===== config.mk =====
export PLATFORM = sky130hd
export DESIGN_NAME = obuf_requant_drain
export DESIGN_NICKNAME = d
export VERILOG_FILES = /design/src/rtl/obuf_drain_pkg.sv /design/src/rtl/drain_fifo.sv /design/src/rtl/obuf_requant_drain.sv
export SDC_FILE = /design/constraint.sdc
export NUM_CORES = 2
export LEC_CHECK = 0
export CORE_AREA = 2 2 446 448
export DETAILED_ROUTE_END_ITERATION = 10
export DIE_AREA = 0 0 448 450
export GPL_ROUTABILITY_DRIVEN = 1
export SLEW_MARGIN = 10
export SYNTH_ARGS = -nofsm -noshare
export SYNTH_HDL_FRONTEND = slang
export SYNTH_SLANG_ARGS = --single-unit

===== constraint.sdc =====
create_clock -name clk -period 16.1 [get_ports clk]
set_input_delay 3.22 -clock clk [delete_from_list [all_inputs] [get_ports clk]]
set_output_delay 3.22 -clock clk [all_outputs]
set_load 0.03 [all_outputs]

===== src/rtl/obuf_drain_pkg.sv =====
// Shared lane widths and per-lane requantisation helpers (round/shift, saturate).
// Used by obuf_requant_drain; ReLU is gated there by OBUF_REQUANT_RELU_EN.
package obuf_drain_pkg;

   localparam int ACC_W   = 48;
   localparam int OUT_W   = 16;
   localparam int SHIFT_W = 6;

   typedef struct packed {
      logic             sat;
      logic [OUT_W-1:0] val;
   } sat_res_t;

   // Round half up then arithmetic shift; one extra bit keeps acc + 2^(s-1) exact.
   function automatic logic signed [ACC_W:0] round_shift(input logic [ACC_W-1:0]   acc,
                                                         input logic [SHIFT_W-1:0] sh);
      logic signed [ACC_W:0] ext;
      logic signed [ACC_W:0] bias;
      ext  = signed'({acc[ACC_W-1], acc});
      bias = '0;
      if (sh != '0) bias[sh - 1'b1] = 1'b1;
      return (ext + bias) >>> sh;
   endfunction

   // In range when every bit from the result sign bit upward matches the sign.
   function automatic sat_res_t sat_out(input logic [ACC_W:0] r);
      sat_res_t                 res;
      logic [ACC_W-OUT_W+1:0]   hi;
      hi      = r[ACC_W:OUT_W-1];
      res.sat = !((&hi) || !(|hi));
      if (res.sat) res.val = r[ACC_W] ? {1'b1, {(OUT_W-1){1'b0}}} : {1'b0, {(OUT_W-1){1'b1}}};
      else         res.val = r[OUT_W-1:0];
      return res;
   endfunction

endpackage


===== src/rtl/drain_fifo.sv =====
// First-word-fall-through FIFO: rd_data shows the head entry (zero when empty);
// a pop takes effect at the clock edge. Push and pop together on a full FIFO is legal.
module drain_fifo #(
   parameter int WIDTH = 8,
   parameter int DEPTH = 4
) (
   input  logic                     clk,
   input  logic                     rst_n,
   input  logic                     push,
   input  logic [WIDTH-1:0]         wr_data,
   input  logic                     pop,
   output logic [WIDTH-1:0]         rd_data,
   output logic                     empty,
   output logic [$clog2(DEPTH):0]   count
);

   localparam int PTR_W = $clog2(DEPTH);
   localparam int CNT_W = PTR_W + 1;

   logic [WIDTH-1:0] mem_q [DEPTH];
   logic [WIDTH-1:0] mem_d [DEPTH];
   logic [PTR_W-1:0] wr_ptr_q, wr_ptr_d, rd_ptr_q, rd_ptr_d;
   logic [CNT_W-1:0] count_q, count_d;
   logic             wr_en, rd_en;

   always_comb begin
      rd_en    = pop && (count_q != '0);
      wr_en    = push && ((count_q != CNT_W'(DEPTH)) || rd_en);
      mem_d    = mem_q;
      wr_ptr_d = wr_ptr_q;
      rd_ptr_d = rd_ptr_q;
      count_d  = count_q;
      if (wr_en) begin
         mem_d[wr_ptr_q] = wr_data;
         wr_ptr_d        = wr_ptr_q + PTR_W'(1);
      end
      if (rd_en) rd_ptr_d = rd_ptr_q + PTR_W'(1);
      case ({wr_en, rd_en})
         2'b10:   count_d = count_q + CNT_W'(1);
         2'b01:   count_d = count_q - CNT_W'(1);
         default: count_d = count_q;
      endcase
   end

   always_ff @(posedge clk or negedge rst_n) begin
      if (!rst_n) begin
         for (int i = 0; i < DEPTH; i++) mem_q[i] <= '0;
         wr_ptr_q <= '0;
         rd_ptr_q <= '0;
         count_q  <= '0;
      end else begin
         mem_q    <= mem_d;
         wr_ptr_q <= wr_ptr_d;
         rd_ptr_q <= rd_ptr_d;
         count_q  <= count_d;
      end
   end

   assign empty   = (count_q == '0);
   assign count   = count_q;
   assign rd_data = empty ? '0 : mem_q[rd_ptr_q];

endmodule


===== src/rtl/obuf_requant_drain.sv =====
// Requantises the systolic array's output-buffer write stream into a valid/ready stream.
// Build option: define OBUF_REQUANT_RELU_EN to honour cfg_relu.
module obuf_requant_drain
   import obuf_drain_pkg::*;
#(
   parameter int ARRAY_M         = 4,
   parameter int ACC_WIDTH       = ACC_W,
   parameter int OUT_DATA_WIDTH  = OUT_W,
   parameter int OBUF_ADDR_WIDTH = 16,
   parameter int SHIFT_WIDTH     = SHIFT_W,
   parameter int FIFO_DEPTH      = 4
) (
   input  logic                                clk,
   input  logic                                reset,
   input  logic [SHIFT_WIDTH-1:0]              cfg_shift,
   input  logic                                cfg_relu,
   input  logic                                sys_obuf_write_req,
   input  logic [OBUF_ADDR_WIDTH-1:0]          sys_obuf_write_addr,
   input  logic [ARRAY_M*ACC_WIDTH-1:0]        obuf_write_data,
   output logic                                drain_stall,
   output logic                                out_valid,
   input  logic                                out_ready,
   output logic [OBUF_ADDR_WIDTH-1:0]          out_addr,
   output logic [ARRAY_M*OUT_DATA_WIDTH-1:0]   out_data,
   output logic [15:0]                         sat_count,
   output logic                                overflow_err
);

   // Handshakes: a beat is accepted when sys_obuf_write_req && !drain_stall; an output
   // entry transfers when out_valid && out_ready, and out_* hold while out_valid && !out_ready.

   localparam int DATA_W = ARRAY_M * OUT_DATA_WIDTH;
   localparam int FIFO_W = OBUF_ADDR_WIDTH + DATA_W;
   localparam int CNT_W  = $clog2(FIFO_DEPTH) + 1;
   localparam int SAT_W  = $clog2(ARRAY_M + 1);

   logic                         s1_valid_q, s1_valid_d;
   logic [OBUF_ADDR_WIDTH-1:0]   s1_addr_q, s1_addr_d;
   logic [ARRAY_M*ACC_WIDTH-1:0] s1_data_q, s1_data_d;
   logic [SHIFT_WIDTH-1:0]       s1_shift_q, s1_shift_d;
   logic                         s1_relu_q, s1_relu_d;
   logic [15:0]                  sat_count_q, sat_count_d;
   logic                         overflow_q, overflow_d;

   sat_res_t                     lane_res [ARRAY_M];
   logic [DATA_W-1:0]            res_data;
   logic [SAT_W-1:0]             sat_add;
   logic [16:0]                  sat_sum;
   logic [CNT_W-1:0]             fifo_count;
   logic [CNT_W:0]               occupancy;
   logic                         fifo_empty, accept, pop;
   logic [FIFO_W-1:0]            fifo_rd;

   // Stage 2 is combinational in front of the FIFO write port, so its valid is s1_valid_q.
   assign occupancy   = {1'b0, fifo_count} + {{CNT_W{1'b0}}, s1_valid_q};
   assign drain_stall = (occupancy >= (CNT_W+1)'(FIFO_DEPTH));
   assign accept      = sys_obuf_write_req && !drain_stall;

   always_comb begin
      s1_valid_d = accept;
      s1_addr_d  = accept ? sys_obuf_write_addr : s1_addr_q;
      s1_data_d  = accept ? obuf_write_data     : s1_data_q;
      s1_shift_d = accept ? cfg_shift           : s1_shift_q;
      s1_relu_d  = accept ? cfg_relu            : s1_relu_q;
      overflow_d = overflow_q || (sys_obuf_write_req && drain_stall);
   end

   always_comb begin
      res_data = '0;
      sat_add  = '0;
      for (int i = 0; i < ARRAY_M; i++) begin
         lane_res[i] = sat_out(round_shift(s1_data_q[i*ACC_WIDTH +: ACC_WIDTH], s1_shift_q));
         res_data[i*OUT_DATA_WIDTH +: OUT_DATA_WIDTH] = lane_res[i].val;
`ifdef OBUF_REQUANT_RELU_EN
         if (s1_relu_q && lane_res[i].val[OUT_DATA_WIDTH-1])
            res_data[i*OUT_DATA_WIDTH +: OUT_DATA_WIDTH] = '0;
`endif
         sat_add = sat_add + SAT_W'(lane_res[i].sat);
      end
      sat_sum     = {1'b0, sat_count_q} + 17'(sat_add);
      sat_count_d = sat_count_q;
      if (s1_valid_q) sat_count_d = sat_sum[16] ? 16'hFFFF : sat_sum[15:0];
   end

`ifndef OBUF_REQUANT_RELU_EN
   logic relu_unused;
   assign relu_unused = s1_relu_q;
`endif

   always_ff @(posedge clk or negedge reset) begin
      if (!reset) begin
         s1_valid_q  <= 1'b0;
         s1_addr_q   <= '0;
         s1_data_q   <= '0;
         s1_shift_q  <= '0;
         s1_relu_q   <= 1'b0;
         sat_count_q <= '0;
         overflow_q  <= 1'b0;
      end else begin
         s1_valid_q  <= s1_valid_d;
         s1_addr_q   <= s1_addr_d;
         s1_data_q   <= s1_data_d;
         s1_shift_q  <= s1_shift_d;
         s1_relu_q   <= s1_relu_d;
         sat_count_q <= sat_count_d;
         overflow_q  <= overflow_d;
      end
   end

   assign pop = !fifo_empty && out_ready;

   drain_fifo #(
      .WIDTH (FIFO_W),
      .DEPTH (FIFO_DEPTH)
   ) u_fifo (
      .clk     (clk),
      .rst_n   (reset),
      .push    (s1_valid_q),
      .wr_data ({s1_addr_q, res_data}),
      .pop     (pop),
      .rd_data (fifo_rd),
      .empty   (fifo_empty),
      .count   (fifo_count)
   );

   assign out_valid    = !fifo_empty;
   assign out_addr     = fifo_rd[FIFO_W-1 -: OBUF_ADDR_WIDTH];
   assign out_data     = fifo_rd[DATA_W-1:0];
   assign sat_count    = sat_count_q;
   assign overflow_err = overflow_q;

endmodule

Word level (Yosys, flattened, before mapping):

Cells that the tools add are included.

* register bits: 559
* word-level logic and storage cells: 97
* output and inout port bits: 99
* input bits: 219

* eq/ne operators: 3
* reduce and logical (&&, ||, !) cells: 35
* shift operators: 4
* add/sub/neg operators: 14
* magnitude comparators: 6
* bitwise logic cells: 2
* muxes and demuxes: 20

Operators with widths (number)
* $bwmux W320: 1
* $mux W80: 4
* $add A48 B49 Y49: 4
* $sshr A49 B6 Y49: 4
* $bmux W80 S2: 1
* $demux W80 S2: 1
* $mux W16: 9
* $reduce_and A34 Y1: 4
* $reduce_or A34 Y1: 4
* $mux W49: 1
* $add A16 B3 Y17: 1
* $logic_not A1 Y1: 10
* $logic_and A1 B1 Y1: 7
* $lt A6 B7 Y1 const B: 1
* $demux W1 S6: 1
* $ge A3 B3 Y1 const B: 2
* $ge A6 B1 Y1 const B: 1
* $logic_or A1 B1 Y1: 6
* $not A2 Y3: 2
* $pmux W3 S2: 1
* $reduce_bool A6 Y1: 1
* $sub A6 B1 Y6 const B: 1
* $add A2 B1 Y2 const B: 2
* $add A3 B1 Y4: 1
* 14 further kinds: 14

Longest topological paths before layout:

* depth after elaboration: 17
* mapped depth: 56
* gate-level depth less buffers: 37

By module:

Synthesis repeated with hierarchy kept, for this count alone.

* cell total of the unflattened synthesis: 7332
* area total of the unflattened synthesis: 61370.1 µm²

Modules (own cells, without submodules)
* obuf_requant_drain: cells each 6432, times used 1, sequential area each 5805.6 µm², area an instance 46538.4 µm²
* drain_fifo: cells each 900, times used 1, sequential area each 8182.8 µm², area an instance 14831.7 µm²

Worst setup path before layout:

No wires, ideal clock.

* path type: reg-to-reg
* start point: register s1_shift_q[0]
* end point: register sat_count_q[9] (netlist: sat_count[9])
* data required time: 15.958 ns
* library setup time: 0.142 ns
* buffers on the path: 19
* period minus slack after synthesis: 12.982 ns
* cell stages (with the launch flop): 49
* slack: 3.118 ns
* data arrival time: 12.840 ns
* cell sequence: dfrtp_1 > buf_2 > buf_2 > buf_2 > inv_1 > clkbuf_1 > clkbuf_1 > clkbuf_1 > buf_1 > clkbuf_1 > clkbuf_1 > buf_1 > clkbuf_1 > buf_1 > clkbuf_1 > clkbuf_1 > ha_1 > nor3b_2 > (+13 left out) > mux4_2 > and2_1 > or4_1 > a311oi_1 > nor4b_1 > o21a_1 > or3_4 > buf_4 > fa_1 > inv_1 > fa_1 > fa_1 > nand4_1 > nor2_1 > and3_1 > nand2_1 > clkbuf_1 > o21ai_0

* longest elaborated chain between the ends: 17
* elaborated cells on any way between the ends: 41
* classes of those cells: 9 x add/sub; 2 x order compare; 4 x shift; 4 x mux; 22 x reduce/logical

RTL lines
* start, declared: line obuf_requant_drain.sv:40 `logic [SHIFT_WIDTH-1:0] s1_shift_q, s1_shift_d;`
* start signal, assigned: line obuf_requant_drain.sv:103 `s1_shift_q <= s1_shift_d;`
* $sub A6 B1 Y6: line obuf_drain_pkg.sv:21 `if (sh != '0) bias[sh - 1'b1] = 1'b1;`
* $lt A6 B7 Y1 (implied by the code) or $ge A6 B1 Y1 (tied branches): line obuf_drain_pkg.sv:21
* $logic_and A1 B1 Y1 (implied by the code): line obuf_drain_pkg.sv:21
* $mux W1 (implied by the code): line obuf_drain_pkg.sv:21
* $demux W1 S6: line obuf_drain_pkg.sv:21
* $mux W49: line obuf_drain_pkg.sv:21
* $add A48 B49 Y49: line obuf_drain_pkg.sv:22 `return (ext + bias) >>> sh;`
* $sshr A49 B6 Y49: line obuf_drain_pkg.sv:22
* $reduce_or A34 Y1: line obuf_drain_pkg.sv:30 `res.sat = !((&hi) || !(|hi));`
* $logic_not A1 Y1: line obuf_drain_pkg.sv:30
* $logic_or A1 B1 Y1: line obuf_drain_pkg.sv:30
* $logic_not A1 Y1: line obuf_drain_pkg.sv:30
* $add A1 B1 Y2: line obuf_requant_drain.sv:78 `sat_add = sat_add + SAT_W'(lane_res[i].sat);`
* $add A2 B1 Y3: line obuf_requant_drain.sv:78
* $add A3 B1 Y3 (*): line obuf_requant_drain.sv:78
* $add A16 B3 Y17 (*): line obuf_requant_drain.sv:80 `sat_sum = {1'b0, sat_count_q} + 17'(sat_add);`
* $mux W16 (*): line obuf_requant_drain.sv:82 `if (s1_valid_q) sat_count_d = sat_sum[16] ? 16'hFFFF : sat_sum[15:0];`
* end signal, assigned: line obuf_requant_drain.sv:105 `sat_count_q <= sat_count_d;`
* end, declared: line obuf_requant_drain.sv:42 `logic [15:0] sat_count_q, sat_count_d;`

Every way passes the cells marked *; elsewhere a longest branch is shown, timed or not.
A chain may end at the register's enable or synchronous reset.

Worst setup path after layout:

* start point: register s1_shift_q[1]
* end point: register sat_count_q[9] (netlist: sat_count[9])

The elaborated chain is that of the path after synthesis.

==> impl_results.md <==
- P&R area growth vs syn: 14.4%
- Max incr delay on CP: 950 ps
- Top cells by count, synth: 976 x nand2_1, 644 x nor2_1, 559 x dfrtp_1
- Placer Congestion: 1.09
- Initial antenna violation count: 33
- Ratio of cells with drive above 1 in the final layout: 14.3%
- Multiplexer area fraction after synthesis: 13.1%
- Post-CTS setup buffers: 0
- Rows: 163
- Final hold vios: 0
- RSZ-0062 raised after global routing: false
- WL final: 414 mm
- Post-Synth Simple-Gate Area: 23.0%
- Final setup fails: 0
- IO Port Bufs: 316
- Inserted Clock Buffers: 68
- Sequential area share after synthesis: 22.3%
- Actual slew at the worst max-slew pin: 1460 ps
- Max FO, Critical Path: 40
- TritonCTS clock tree: built
- Clk buf depth: 3
- Post-synthesis average cell area: 7.81 sq um
- Mapped Area: 62800 sq um
- Top-count cell post-synth: nand2_1
- Synthesis-stage register bit count: 559
- CP Data Required Time: 16670 ps
- CP Launch Type: flip-flop
- Worst-path clk slew: 70 ps
- Post-Synth Adder-Cell Area: 2.13%
- Hold Path Class: reg -> reg
- Wire per inst: 38.4 microns
- Clk_lat worst skew: 740 ps
- GR Overflow Total: 0
- Synth Area in Compound Gates: 30.7%
- All-Layer GR Usage: 39.5%
- Die Width: 448 microns
- DRT iter0 DRCs: 11810
- Total of max-cap violations: 0
- Post-Synthesis Cells: 8039
- Core Area: 197000 sq um
- Top-Level Pins: 318
- F_max: 0.0749 GHz
- Post-CTS sizing: 0
- Final net count: 8396
- Most frequent CP cell: buf_4
- Final Slew Violations: 0
- Minimum clock period: 13350 ps
- H-tree level count: 3
- DRC Markers: 0
- Largest family of logic cells by synthesized area: compound AO/OA/AOI/OAI gates
- Die footprint: 202000 sq um
- Initial Util: 31.9%
- Status: finished clean
- Synth cell types: 122
- Sink Count: 559
- Vias in the first global route: 68953
- Area of the multi-input gates: 46200 sq um
- Post-synth EDFFs: 0
- Post-synthesis xor/xnor area fraction: 3.95%
- Async SR Flop Fraction: 100%
- Die height: 450 microns
- Storage cell area: 14000 sq um
- Hold buffers post-CTS: 0
- Clock Tree Root: clkbuf_16
- Yosys warns: 0
- Drt pass-1 iters: 7
- Largest net degree at the start of global routing: 179
- CP Class: reg -> reg
- Filler cells: 20826
- Slowest cell on the critical path: nor4_1
- Global-route wire length before repair: 564 mm
- Antenna viol nets, final: 0
- Top post-synthesis cells by area: dfrtp_1 22%, mux2_2 6.0%, nand2_1 5.8%, mux4_2 4.1%, a21oi_1 4.0%
- Final Skew: 65.8 ps
- Via count: 74214
- Crit share post-route: 82.9%
- Net Count, Synth: 8357
- Placed wire-length estimate: 325 mm
- Total negative setup slack: 0 ps
- Arr. time, crit path: 13920 ps
- Main synth FF type: dfrtp_1
- Top-area cell type share of the netlist area: 22.3%
- Worst Setup End Kind: flip-flop
- Yosys top cell by area: dfrtp_1
- Vias per std cell: 6.88
- Max-slew headroom: 2.58%
[state kept, by name (all words and copies together) (netlist names)]
signal and flops:
u_fifo.count 3, s1_addr_q 16, sat_count 16, u_fifo.mem_q 320, u_fifo.wr_ptr_q 2, u_fifo.rd_ptr_q 2, s1_data_q 192, s1_valid_q 1
s1_shift_q 6, overflow_err 1
[area by class of cell]
| cell class | count | share of cell area [%] |
|---|---|---|
| Multi-Input combinational cell | 6702 | 64.3 |
| Sequential cell | 559 | 19.5 |
| Timing Repair Buffer | 624 | 7.68 |
| Tap cell | 2640 | 4.60 |
| Clock buffer | 88 | 2.63 |
| Inverter | 123 | 0.666 |
| Clock inverter | 33 | 0.553 |
| Antenna cell | 13 | 0.0453 |
[routing by layer]
metal / routed length (microns) / up-vias / track usage (%)
met1: 165000 / 36993 / 51.6
met3: 45700 / 1269 / 10.8
met5: 251 / - / 0.457
met4: 35700 / 18 / 27.4
met2: 167000 / 5135 / 55.9
li1: - / 30799 / -
[metrics by stage]
| stage | std cells | setup WS (ps) | area (sq um) | util [%] | hold WS, ps |
|---|---|---|---|---|---|
| final | 10782 | 2750 | 71800 | 36.5 | 460 |
| after global routing | 10774 | 2740 | 71800 | 36.5 | 475 |
| after CTS | 10766 | 3440 | 71700 | 36.5 | 461 |
| after detailed placement | 10645 | 3510 | 69400 | 35.3 | 448 |
| after global placement | 10645 | 3610 | 69400 | 35.3 | 442 |
| after floorplan | 8039 | 3120 | 62800 | - | 441 |
[worst max-delay path: cells and delay by family (launching register included)]
kind,cells,cell delay [ps]
XOR/XNOR,1,150
flip-flops,1,700
AO/OA/AOI/OAI,13,4510
adder cells (fa/ha/maj),3,1180
AND/OR/NAND/NOR,11,3490
buffers and inverters,7,2530
multiplexers,1,370
[final timing paths]
path	startpoint	slack [ps]	end	cells past startpoint
setup / recovery	s1_shift_q[1]$_DFFE_PN0P_	2750	sat_count[9]$_DFFE_PN0P_	36
hold / removal	overflow_err$_DFF_PN0_	460	overflow_err$_DFF_PN0_	1
setup reg to reg	s1_shift_q[1]$_DFFE_PN0P_	2750	sat_count[9]$_DFFE_PN0P_	36
hold reg to reg	overflow_err$_DFF_PN0_	460	overflow_err$_DFF_PN0_	1
max in group asynchronous	reset	10600	s1_data_q[144]$_DFFE_PN0P_	4
min in group asynchronous	reset	2380	s1_addr_q[15]$_DFFE_PN0P_	1
[cell families (layout without fill, tap and decap cells)]
| group | Yosys count | in the layout |
|---|---|---|
| AOI/OAI and AO/OA | 2719 | 2719 |
| xor gates and xnor gates | 278 | 278 |
| adders and majority gates | 105 | 105 |
| buffers and inverters | 778 | 868 |
| DFF | 559 | 559 |
| muxes | 639 | 639 |
| other | 0 | 13 |
| and+or+nand+nor | 2961 | 2961 |
[cells in the final DEF, fill, tap and decap left out, drive strengths merged, types with 41 or more instances in the layout]
cell type,count
buf,309
a22oi,44
mux2,337
clkbuf,88
nand2b,50
a221oi,43
ha,94
mux4,114
a21oi,502
or2,55
nand3,224
nor2,656
nand4,98
o21a,60
a211oi,208
a2111oi,41
a21o,142
nand2,977
o31ai,80
mux2i,188
o21bai,42
inv,126
nor2b,48
or4,49
a31oi,101
o211ai,146
o221ai,44
and2,184
nor4,86
or3,73
o2111ai,56
dfrtp,559
xor2,77
o21ai,506
o22ai,77
nor3,238
and3,74
o22a,52
xnor2,199
clkdlybuf4s50,315
Power is left out: the tool's default activity adds up to more than one toggle a clock period on the data nets, which glitch-free logic cannot reach.
